--- src/rtl/timer_ctrl_pkg.sv ---
// timer_pkg: shared definitions for the mm:ss countdown timer.
//   - timer_state_e : controller state encoding (IDLE, RUN, PAUSE, DONE)
//   - BCD constants : largest digit, largest seconds-tens digit, field widths
//   - bcd_clamp     : saturates one BCD digit to a given limit
package timer_pkg;

    typedef enum logic [1:0] {
        IDLE  = 2'd0,
        RUN   = 2'd1,
        PAUSE = 2'd2,
        DONE  = 2'd3
    } timer_state_e;

    localparam int unsigned BCD_MAX_DIGIT    = 9;
    localparam int unsigned BCD_MAX_SEC_TENS = 5;
    localparam int unsigned BCD_DIGIT_W      = 4;
    localparam int unsigned BCD_PAIR_W       = 8;
    localparam int unsigned DISP_W           = 12;

    function automatic logic [BCD_DIGIT_W-1:0] bcd_clamp(
        input logic [BCD_DIGIT_W-1:0] digit,
        input logic [BCD_DIGIT_W-1:0] limit
    );
        return (digit > limit) ? limit : digit;
    endfunction

endpackage

--- src/rtl/timer_ctrl_if.sv ---
// timer_ctrl_if: control and display bus of the countdown timer.
//   Controls (master -> slave): start, stop, clear, load, load_mins, load_secs
//   Status   (slave -> master): mins, secs, running, done, expired, blank
// The timer_ctrl module connects through the slave modport.
interface timer_ctrl_if;
    import timer_pkg::*;

    logic                  start;
    logic                  stop;
    logic                  clear;
    logic                  load;
    logic [BCD_PAIR_W-1:0] load_mins;
    logic [BCD_PAIR_W-1:0] load_secs;
    logic [DISP_W-1:0]     mins;
    logic [DISP_W-1:0]     secs;
    logic                  running;
    logic                  done;
    logic                  expired;
    logic                  blank;

    modport master (
        output start, stop, clear, load, load_mins, load_secs,
        input  mins, secs, running, done, expired, blank
    );

    modport slave (
        input  start, stop, clear, load, load_mins, load_secs,
        output mins, secs, running, done, expired, blank
    );

endinterface

--- src/rtl/timer_ctrl_bcd_mmss_dec.sv ---
// bcd_mmss_dec: combinational one-second decrement of a BCD mm:ss value.
//   value_i  [15:0] : {min tens, min units, sec tens, sec units}
//   value_o  [15:0] : value_i minus one second, saturating at 00:00
//   is_one_o        : value_i is exactly 00:01
module bcd_mmss_dec
    import timer_pkg::*;
(
    input  logic [15:0] value_i,
    output logic [15:0] value_o,
    output logic        is_one_o
);

    localparam logic [BCD_DIGIT_W-1:0] DIG_MAX  = BCD_DIGIT_W'(BCD_MAX_DIGIT);
    localparam logic [BCD_DIGIT_W-1:0] TENS_MAX = BCD_DIGIT_W'(BCD_MAX_SEC_TENS);

    logic [BCD_DIGIT_W-1:0] m1, m0, s1, s0;

    always_comb begin
        m1 = value_i[15:12];
        m0 = value_i[11:8];
        s1 = value_i[7:4];
        s0 = value_i[3:0];
        // Ripple borrow from seconds units upward; a nonzero value
        // guarantees some higher digit can absorb the borrow.
        if (value_i != '0) begin
            if (s0 != '0) begin
                s0 = s0 - 1'b1;
            end else begin
                s0 = DIG_MAX;
                if (s1 != '0) begin
                    s1 = s1 - 1'b1;
                end else begin
                    s1 = TENS_MAX;
                    if (m0 != '0) begin
                        m0 = m0 - 1'b1;
                    end else begin
                        m0 = DIG_MAX;
                        m1 = m1 - 1'b1;
                    end
                end
            end
        end
        value_o  = {m1, m0, s1, s0};
        is_one_o = (value_i == 16'h0001);
    end

endmodule

--- src/rtl/timer_ctrl.sv ---
// timer_ctrl: mm:ss countdown timer controller with start/stop/clear FSM.
//   clk      : system clock, rising edge
//   rst_n    : synchronous active-low reset
//   bus      : timer_ctrl_if.slave (controls in, BCD display and status out)
//   TICK_DIV : clock cycles per one-second tick (>= 2, even)
// Optional feature macro TIMER_BLINK_EN: blink the display (blank) in DONE,
// with the prescaler free-running there; otherwise blank is tied low.
module timer_ctrl
    import timer_pkg::*;
#(
    parameter int unsigned TICK_DIV = 100_000_000
)
(
    input  logic         clk,
    input  logic         rst_n,
    timer_ctrl_if.slave  bus
);

    localparam int unsigned     PW        = $clog2(TICK_DIV);
    localparam logic [PW-1:0]   TICK_LAST = PW'(TICK_DIV - 1);
`ifdef TIMER_BLINK_EN
    localparam logic [PW-1:0]   HALF_LAST = PW'(TICK_DIV / 2 - 1);
`endif
    localparam logic [BCD_DIGIT_W-1:0] DIG_MAX  = BCD_DIGIT_W'(BCD_MAX_DIGIT);
    localparam logic [BCD_DIGIT_W-1:0] TENS_MAX = BCD_DIGIT_W'(BCD_MAX_SEC_TENS);

    timer_state_e  state_q;
    logic [15:0]   value_q;
    logic [PW-1:0] presc_q;
    logic          running_q;
    logic          done_q;
    logic          expired_q;
`ifdef TIMER_BLINK_EN
    logic          blank_q;
`endif

    logic [15:0]   load_value_d;
    logic [15:0]   dec_value_d;
    logic          dec_is_one_d;

    always_comb begin
        load_value_d = {bcd_clamp(bus.load_mins[7:4], DIG_MAX),
                        bcd_clamp(bus.load_mins[3:0], DIG_MAX),
                        bcd_clamp(bus.load_secs[7:4], TENS_MAX),
                        bcd_clamp(bus.load_secs[3:0], DIG_MAX)};
    end

    bcd_mmss_dec u_dec (
        .value_i  (value_q),
        .value_o  (dec_value_d),
        .is_one_o (dec_is_one_d)
    );

    always_ff @(posedge clk) begin
        if (!rst_n) begin
            state_q   <= IDLE;
            value_q   <= '0;
            presc_q   <= '0;
            running_q <= 1'b0;
            done_q    <= 1'b0;
            expired_q <= 1'b0;
`ifdef TIMER_BLINK_EN
            blank_q   <= 1'b0;
`endif
        end else begin
            expired_q <= 1'b0;
            if (bus.clear || (bus.load && state_q != RUN)) begin
                value_q   <= bus.clear ? '0 : load_value_d;
                state_q   <= IDLE;
                presc_q   <= '0;
                running_q <= 1'b0;
                done_q    <= 1'b0;
`ifdef TIMER_BLINK_EN
                blank_q   <= 1'b0;
`endif
            end else begin
                case (state_q)
                    IDLE: begin
                        if (bus.start && !bus.stop && value_q != '0) begin
                            state_q   <= RUN;
                            presc_q   <= '0;
                            running_q <= 1'b1;
                        end
                    end
                    RUN: begin
                        if (bus.stop) begin
                            // Prescaler is held so a resume finishes the
                            // interrupted second rather than restarting it.
                            state_q   <= PAUSE;
                            running_q <= 1'b0;
                        end else if (presc_q == TICK_LAST) begin
                            presc_q <= '0;
                            value_q <= dec_value_d;
                            if (dec_is_one_d) begin
                                state_q   <= DONE;
                                running_q <= 1'b0;
                                done_q    <= 1'b1;
                                expired_q <= 1'b1;
`ifdef TIMER_BLINK_EN
                                blank_q   <= 1'b1;
`endif
                            end
                        end else begin
                            presc_q <= presc_q + 1'b1;
                        end
                    end
                    PAUSE: begin
                        if (bus.start && !bus.stop) begin
                            state_q   <= RUN;
                            running_q <= 1'b1;
                        end
                    end
                    DONE: begin
                        if (bus.start && !bus.stop) begin
                            state_q <= IDLE;
                            done_q  <= 1'b0;
                            presc_q <= '0;
`ifdef TIMER_BLINK_EN
                            blank_q <= 1'b0;
`endif
                        end
`ifdef TIMER_BLINK_EN
                        else begin
                            // Toggle at each half-period boundary of the
                            // free-running prescaler.
                            if (presc_q == HALF_LAST || presc_q == TICK_LAST) begin
                                blank_q <= ~blank_q;
                            end
                            presc_q <= (presc_q == TICK_LAST) ? '0 : presc_q + 1'b1;
                        end
`endif
                    end
                    default: state_q <= IDLE;
                endcase
            end
        end
    end

    assign bus.mins    = {4'h0, value_q[15:8]};
    assign bus.secs    = {4'h0, value_q[7:0]};
    assign bus.running = running_q;
    assign bus.done    = done_q;
    assign bus.expired = expired_q;
`ifdef TIMER_BLINK_EN
    assign bus.blank   = blank_q;
`else
    assign bus.blank   = 1'b0;
`endif

endmodule

--- src/flat_wrapper.sv ---
// flat-port wrapper written by rule: the top's interface ports become plain ports
module timer_ctrl_flat import timer_pkg::*;
#(
    parameter int unsigned TICK_DIV = 100_000_000
)
  (clk, rst_n, bus_start, bus_stop, bus_clear, bus_load, bus_load_mins, bus_load_secs, bus_mins, bus_secs, bus_running, bus_done, bus_expired, bus_blank);
  timer_ctrl_if bus_i ();
  input  logic clk;
  input  logic rst_n;
  input wire logic [$bits(bus_i.start)-1:0] bus_start;
  input wire logic [$bits(bus_i.stop)-1:0] bus_stop;
  input wire logic [$bits(bus_i.clear)-1:0] bus_clear;
  input wire logic [$bits(bus_i.load)-1:0] bus_load;
  input wire logic [$bits(bus_i.load_mins)-1:0] bus_load_mins;
  input wire logic [$bits(bus_i.load_secs)-1:0] bus_load_secs;
  output wire logic [$bits(bus_i.mins)-1:0] bus_mins;
  output wire logic [$bits(bus_i.secs)-1:0] bus_secs;
  output wire logic [$bits(bus_i.running)-1:0] bus_running;
  output wire logic [$bits(bus_i.done)-1:0] bus_done;
  output wire logic [$bits(bus_i.expired)-1:0] bus_expired;
  output wire logic [$bits(bus_i.blank)-1:0] bus_blank;
  assign bus_i.start = bus_start;
  assign bus_i.stop = bus_stop;
  assign bus_i.clear = bus_clear;
  assign bus_i.load = bus_load;
  assign bus_i.load_mins = bus_load_mins;
  assign bus_i.load_secs = bus_load_secs;
  assign bus_mins = bus_i.mins;
  assign bus_secs = bus_i.secs;
  assign bus_running = bus_i.running;
  assign bus_done = bus_i.done;
  assign bus_expired = bus_i.expired;
  assign bus_blank = bus_i.blank;
  timer_ctrl #(.TICK_DIV(TICK_DIV)) u_core (.clk(clk), .rst_n(rst_n), .bus(bus_i));
endmodule
--- config.mk ---
export PLATFORM = sky130hd
export DESIGN_NAME = timer_ctrl_flat
export DESIGN_NICKNAME = d
export VERILOG_FILES = /design/src/rtl/timer_ctrl_pkg.sv /design/src/rtl/timer_ctrl_if.sv /design/src/rtl/timer_ctrl_bcd_mmss_dec.sv /design/src/rtl/timer_ctrl.sv /design/src/flat_wrapper.sv
export SDC_FILE = /design/constraint.sdc
export NUM_CORES = 1
export LEC_CHECK = 0
export ABC_AREA = 1
export CAP_MARGIN = 20
export CELL_PAD_IN_SITES_DETAIL_PLACEMENT = 1
export CELL_PAD_IN_SITES_GLOBAL_PLACEMENT = 1
export CORE_MARGIN = 4
export CORE_UTILIZATION = 41
export DETAILED_ROUTE_END_ITERATION = 12
export PLACE_DENSITY_LB_ADDON = 0.1
export SYNTH_ARGS = -nofsm -noshare
export SYNTH_HDL_FRONTEND = slang
export SYNTH_SLANG_ARGS = --single-unit
--- constraint.sdc ---
create_clock -name clk -period 2.55 [get_ports clk]
set_input_delay 0.6375 -clock clk [delete_from_list [all_inputs] [get_ports clk]]
set_output_delay 0.6375 -clock clk [all_outputs]
set_load 0.02 [all_outputs]
[Word level (Yosys, flattened, before mapping)]
Cells that the tools add are included.
Cells by class
  $add $sub $neg: 5
  magnitude comparators: 4
  equality and inequality tests: 18
  mux-type cells: 46
  bitwise operators: 3
  reduce and logical (&&, ||, !) cells: 26
Operators by type and width (number)
  $mux 27: 4
  $pmux 27 s3: 1
  $mux 16: 5
  $mux 4: 17
  $add 27x1->27 const B: 1
  $eq 27x27->1 const B: 1
  $ne 2x1->1 const B: 10
  $reduce_and 5->1: 4
  $eq 16x1->1 const B: 1
  $reduce_bool 16->1: 1
  $sub 4x1->4 const B: 4
  $gt 4x4->1 const B: 3
  $mux 2: 6
  $reduce_bool 4->1: 3
  $mux 1: 10
  $pmux 2 s4: 1
  $reduce_and 4->1: 2
  $reduce_bool 2->1: 4
  $reduce_and 7->1: 1
  $ne 3x2->1 const B: 2
  $reduce_and 6->1: 1
  $reduce_bool 3->1: 2
  $reduce_or 5->1: 1
  $eq 2x2->1 const B: 2
  other kinds (11): 15
Storage, ports and cells
  flip-flop bits (word level): 48
  bits of input ports: 22
  output and inout port bits: 28

[Logic depth before layout (Yosys ltp)]
  word-level depth: 9
  gate-level depth with buffers: 14

[Cells and area by module]
From an unflattened synthesis, not the netlist that was laid out.
Second synthesis, totals
  cells, all modules: 590
  area, all modules: 3590.9 um2
By module, submodules not included
  timer_ctrl: times used 1, cells an instance 512, area an instance 3166.8 um2, seq. area each 960.9 um2
  bcd_mmss_dec: times used 1, cells an instance 78, area an instance 424.2 um2, seq. area each 0.0 um2

[Worst setup path after synthesis]
No wires, ideal clock.
  path type: flip-flop to flip-flop
  from: register u_core.value_q[12]
  to: register u_core.presc_q[13]
  library setup time: 0.110 ns
  arrival time: 1.570 ns
  slack: 0.870 ns
  stages on the path, launching flop included: 14
  path buffers: 1
  cell sequence: dfxtp_1 > inv_1 > ha_1 > nand3_1 > nor2_4 > nand2_4 > nand2_4 > nand2_4 > nand3_4 > inv_4 > buf_6 > nand2_1 > nand2_1 > nor2_1
Between the ends
  cells in the longest elaborated chain, start to end: 4
Ends and longest elaborated chain
  from (decl): RTL line timer_ctrl.sv:28  | logic [15:0] value_q;
  from (signal assigned): RTL line timer_ctrl.sv:68  | value_q <= bus.clear ? '0 : load_value_d;
  from (signal assigned): RTL line timer_ctrl.sv:93  | value_q <= dec_value_d;
  $reduce_bool 16->1: RTL line timer_ctrl.sv:79  | if (bus.start && !bus.stop && value_q != '0) begin
  $logic_and 1x1->1: RTL line timer_ctrl.sv:79
  $ne 2x1->1 (no source line)
  $reduce_and 4->1 (no source line)
  to (signal assigned): RTL line timer_ctrl.sv:104  | presc_q <= presc_q + 1'b1;
  to (decl): RTL line timer_ctrl.sv:29  | logic [PW-1:0] presc_q;
Every way passes these cells.
A chain may end at the register's enable or synchronous reset.

[Final worst setup path]
  from: input port bus_load
  to: register u_core.value_q[13]
Between the ends
  cells in the longest elaborated chain, start to end: 4
Ends and longest elaborated chain
  from (decl): RTL line flat_wrapper.sv:13  | input wire logic [$bits(bus_i.load)-1:0] bus_load;
  $logic_and 1x1->1 *: RTL line timer_ctrl.sv:67  | if (bus.clear || (bus.load && state_q != RUN)) begin
  $logic_or 1x1->1 *: RTL line timer_ctrl.sv:67
  $ne 2x1->1 (no source line) / $reduce_bool 2->1 (equally long branches)
  $reduce_and 7->1 (no source line)
Every way passes the cells marked *; elsewhere a longest branch is shown, timed or not.

==> impl_metrics.py <==
metrics = {
    "die": {
        "width_of_the_chip_microns": 104,
        "die_height_microns": 104,
        "placementRows": 34,
        "core_area_sq_mm": 0.00889,
        "dieArea_sq_mm": 0.0109,
        "ioPinCount": 50,
        "floorplan.initialDensity_pct": 42.8,
    },
    "routing": {
        "wl_met1_microns": 5130,
        "wl_met2_microns": 6020,
        "finalWirelength_microns": 11700,
        "wl_met3_microns": 310,
        "drt_iter0_markers": 105,
        "drcViolationCount": 0,
        "drt_pre_antenna_iters": 4,
        "uppermost_layer_routed": "met4",
        "via_count": 4087,
        "route.antenna.remaining_nets": 0,
        "routed_via_density": 5.17,
        "routedWlPerCell_microns": 14.8,
    },
    "setup_path": {
        "crit_chain": "clkdlybuf4s50_1 > nand2_2 > nand2_4 > inv_2 > nand2_1 > nand2_1 > nor2_1 > nand4_1 > nand2_1 > nor2_1",
        "origin_of_the_worst_setup_path": "bus_load",
        "timing.critical_path.arrival_ps": 2320,
        "endpoint_kind_of_the_worst_setup_timing_path": "flop",
        "cp_num_buf_inv": 2,
        "cp.required_ps": 2760,
        "type_of_origin_of_the_critical_path": "input port",
        "regToRegSetupSlack_ps": 530,
        "slowest_stage": "sky130_fd_sc_hd__clkdlybuf4s50_1",
        "critical_path.most_common_cell": "sky130_fd_sc_hd__nand2_1",
        "cp_max_fo": 10,
        "r2r-start": "u_core.state_q[1]",
        "slowest_delay_ps": 490,
        "timing.setup.critical_path_class": "in -> reg",
        "crit_family": "simple AND/OR/NAND/NOR gates",
    },
    "synthesis": {
        "synth.ff_latch_count": 48,
        "yosys.area_share.xor_xnor_pct": 2.53,
        "synth_top_area_share_pct": 25.2,
        "synth.cell_area_sq_mm": 0.00381,
        "syn_inst": 646,
        "yosys.area.top_type": "sky130_fd_sc_hd__dfxtp_1",
        "yosys.area_share.simple_pct": 48.6,
        "synth.yosys.warnings": 0,
        "synth_top_family_by_area": "simple AND/OR/NAND/NOR gates",
        "synth-adder-area-share_pct": 0.986,
        "synth_compound_gate_area_share_pct": 8.58,
        "muxShareOfSynthArea_pct": 0,
        "synth.yosys.seq_area_share_pct": 25.2,
        "synth_area_leaders": "sky130_fd_sc_hd__dfxtp_1, sky130_fd_sc_hd__nand2_1, sky130_fd_sc_hd__nor2_1",
        "synth.avg_cell_area_sq_um": 5.89,
        "yosys.cell_types.count": 35,
    },
    "finish": {
        "multiInputGateArea_sq_mm": 0.00234,
        "syn2layout_area_growth_pct": 13.9,
        "drive_gt1_share_pct": 8.35,
        "final-seq-area_sq_um": 961,
        "fillCellCount": 1291,
        "final_core_util_pct": 48.7,
        "layout.nets": 708,
        "n_antenna_cell": 0,
    },
    "job": {
        "max_cap_viol_count": 0,
    },
    "sta": {
        "hold_ws_ps": 476,
        "unrepaired_setup_endpoints_after_global_routing": "no",
        "drv_slew": 0,
        "report.final.hold_viol_count": 0,
        "maxClockFrequency_mhz": 475,
        "finalSetupTns_ps": 0,
        "post-route-period-util_pct": 82.6,
        "post-route-min-period_ps": 2110,
        "skew_final_ps": 6.62,
        "setup_violation_total_in_the_final_timing_report": 0,
    },
    "run_status": {
        "outcome": "completed",
    },
    "clock_tree": {
        "cts.repair.resized": 0,
        "cts_tree": "built",
        "root_buffer": "sky130_fd_sc_hd__clkbuf_8",
        "post_cts.repair.setup_buffers": 0,
        "numClockSinks": 48,
        "clkLatencyLatePin_ps": 310,
        "ctsHtreeMaxLevel": 2,
        "postCtsHoldBufs": 0,
        "clock_path_buffers": 2,
        "cts_buffers": 5,
        "clk_pin_slew_ps": 100,
    },
    "placed_design": {
        "finalWeightedCongestion": 0.888,
        "post-dp-hpwl_microns": 9150,
        "placement.io_buffers": 40,
    },
    "global_route": {
        "groute.usage.overall_pct": 21.9,
        "grt_start_max_net_pins": 25,
        "wire_length_of_the_first_global_routing_pass_microns": 19900,
        "grt_pass1_vias": 4282,
        "grt_antenna_before_repair": 0,
        "globalRouteOverflowTotal": 0,
    },
    "power": {
        "worst_ir_drop_vdd_mv": 0.260,
        "p_leak_nw": 1.80,
        "cellPowerDensity_mw_per_mm2": 415,
    },
    "min_path": {
        "hp-start": "u_core.bus.running",
        "min_path_type": "reg -> reg",
    },
}
## per-layer routing
layer | up-vias | global-route usage (%)
met3 | 18 | 2.73
met4 | 0 | 7.12
met5 | - | 0
met2 | 65 | 42.2
met1 | 1933 | 24.7
li1 | 2071 | -
## worst reg2reg max path, stage by stage (launching register included)
cell and delay [ps]:
sky130_fd_sc_hd__dfxtp_1 410, sky130_fd_sc_hd__inv_1 90, sky130_fd_sc_hd__nand2_4 210, sky130_fd_sc_hd__nand2_2 100
sky130_fd_sc_hd__nand2_4 140, sky130_fd_sc_hd__inv_2 130, sky130_fd_sc_hd__nand2_1 250, sky130_fd_sc_hd__nand2_1 90
sky130_fd_sc_hd__nor2_1 210, sky130_fd_sc_hd__nand4_1 150, sky130_fd_sc_hd__nand2_1 110, sky130_fd_sc_hd__nor2_1 40
## cell families (layout without fill, tap and decap cells)
kind of cell    Yosys count  in the layout
buf+inv                 116            145
simple gates            406            406
fa+ha+maj                 3              3
flops                    48             48
xor+xnor                 11             11
compound gates           61             61
other cells               1              9
## stage by stage
step                      instance area [sq um]  instances  worst slack (ps)  power [mW]
after floorplan                            3840        654               870        1.15
after global placement                     4240        784               154        1.27
after detailed placement                   4240        784               117        1.29
after CTS                                  4330        791               444        1.81
after global routing                       4330        791               242        1.90
final                                      4330        791               445        1.80
## area by class of cell
cell class / count / area share (%)
inverter: 91 / 7.94
clock buffer: 7 / 2.22
sequential: 48 / 22.2
multi-input combinational: 490 / 54.1
timing repair buffer: 47 / 10.5
tap: 108 / 3.12
## power breakdown
group          total [mW]  leakage, nW  switching, mW  internal [mW]
sequential          0.809        0.390         0.0332          0.776
clock               0.530       0.0503          0.287          0.243
combinational       0.461         1.36          0.292          0.170
## state kept, by name (all words and copies together) (netlist names)
signal / count
u_core.bus.expired: 1
u_core.presc_q: 27
u_core.value_q: 16
u_core.bus.running: 1
u_core.bus.done: 1
u_core.state_q: 2
## placed cells by master (no fill, tap or decap), types with 2 or more instances in the layout
| cell type | count |
|---|---|
| sky130_fd_sc_hd__nand3_2 | 2 |
| sky130_fd_sc_hd__ha_1 | 3 |
| sky130_fd_sc_hd__nand2_4 | 6 |
| sky130_fd_sc_hd__nor2_2 | 6 |
| sky130_fd_sc_hd__clkbuf_8 | 7 |
| sky130_fd_sc_hd__conb_1 | 9 |
| sky130_fd_sc_hd__nand2_1 | 185 |
| sky130_fd_sc_hd__nand2_2 | 8 |
| sky130_fd_sc_hd__o21ai_1 | 2 |
| sky130_fd_sc_hd__inv_2 | 5 |
| sky130_fd_sc_hd__nor3_1 | 8 |
| sky130_fd_sc_hd__a21oi_1 | 31 |
| sky130_fd_sc_hd__buf_4 | 7 |
| sky130_fd_sc_hd__inv_1 | 85 |
| sky130_fd_sc_hd__clkdlybuf4s50_1 | 40 |
| sky130_fd_sc_hd__nand3_4 | 2 |
| sky130_fd_sc_hd__xnor2_1 | 2 |
| sky130_fd_sc_hd__nor2_1 | 111 |
| sky130_fd_sc_hd__nand3_1 | 47 |
| sky130_fd_sc_hd__nand4_2 | 2 |
| sky130_fd_sc_hd__o21ai_0 | 22 |
| sky130_fd_sc_hd__a31oi_1 | 2 |
| sky130_fd_sc_hd__nand4_1 | 18 |
| sky130_fd_sc_hd__dfxtp_1 | 48 |
| sky130_fd_sc_hd__xor2_1 | 9 |
| sky130_fd_sc_hd__nor2_4 | 9 |
## synth_stat cells (all sizes together)
cell type	number
a21oi	31
a31oi	2
buf	21
clkbuf	4
conb	1
dfxtp	48
ha	3
inv	91
nand2	199
nand3	51
nand3b	1
nand4	20
nor2	126
nor3	8
nor3b	1
o21ai	26
o22ai	1
o31ai	1
xnor2	2
xor2	9
## path summary, 6_finish.rpt
path         cells past startpoint                 end
max                             10  u_core.value_q[13]
min reg2reg                      2  u_core.bus.running
min                              2  u_core.bus.running
max reg2reg                     11  u_core.value_q[13]
(Power assumes the default switching activity.)
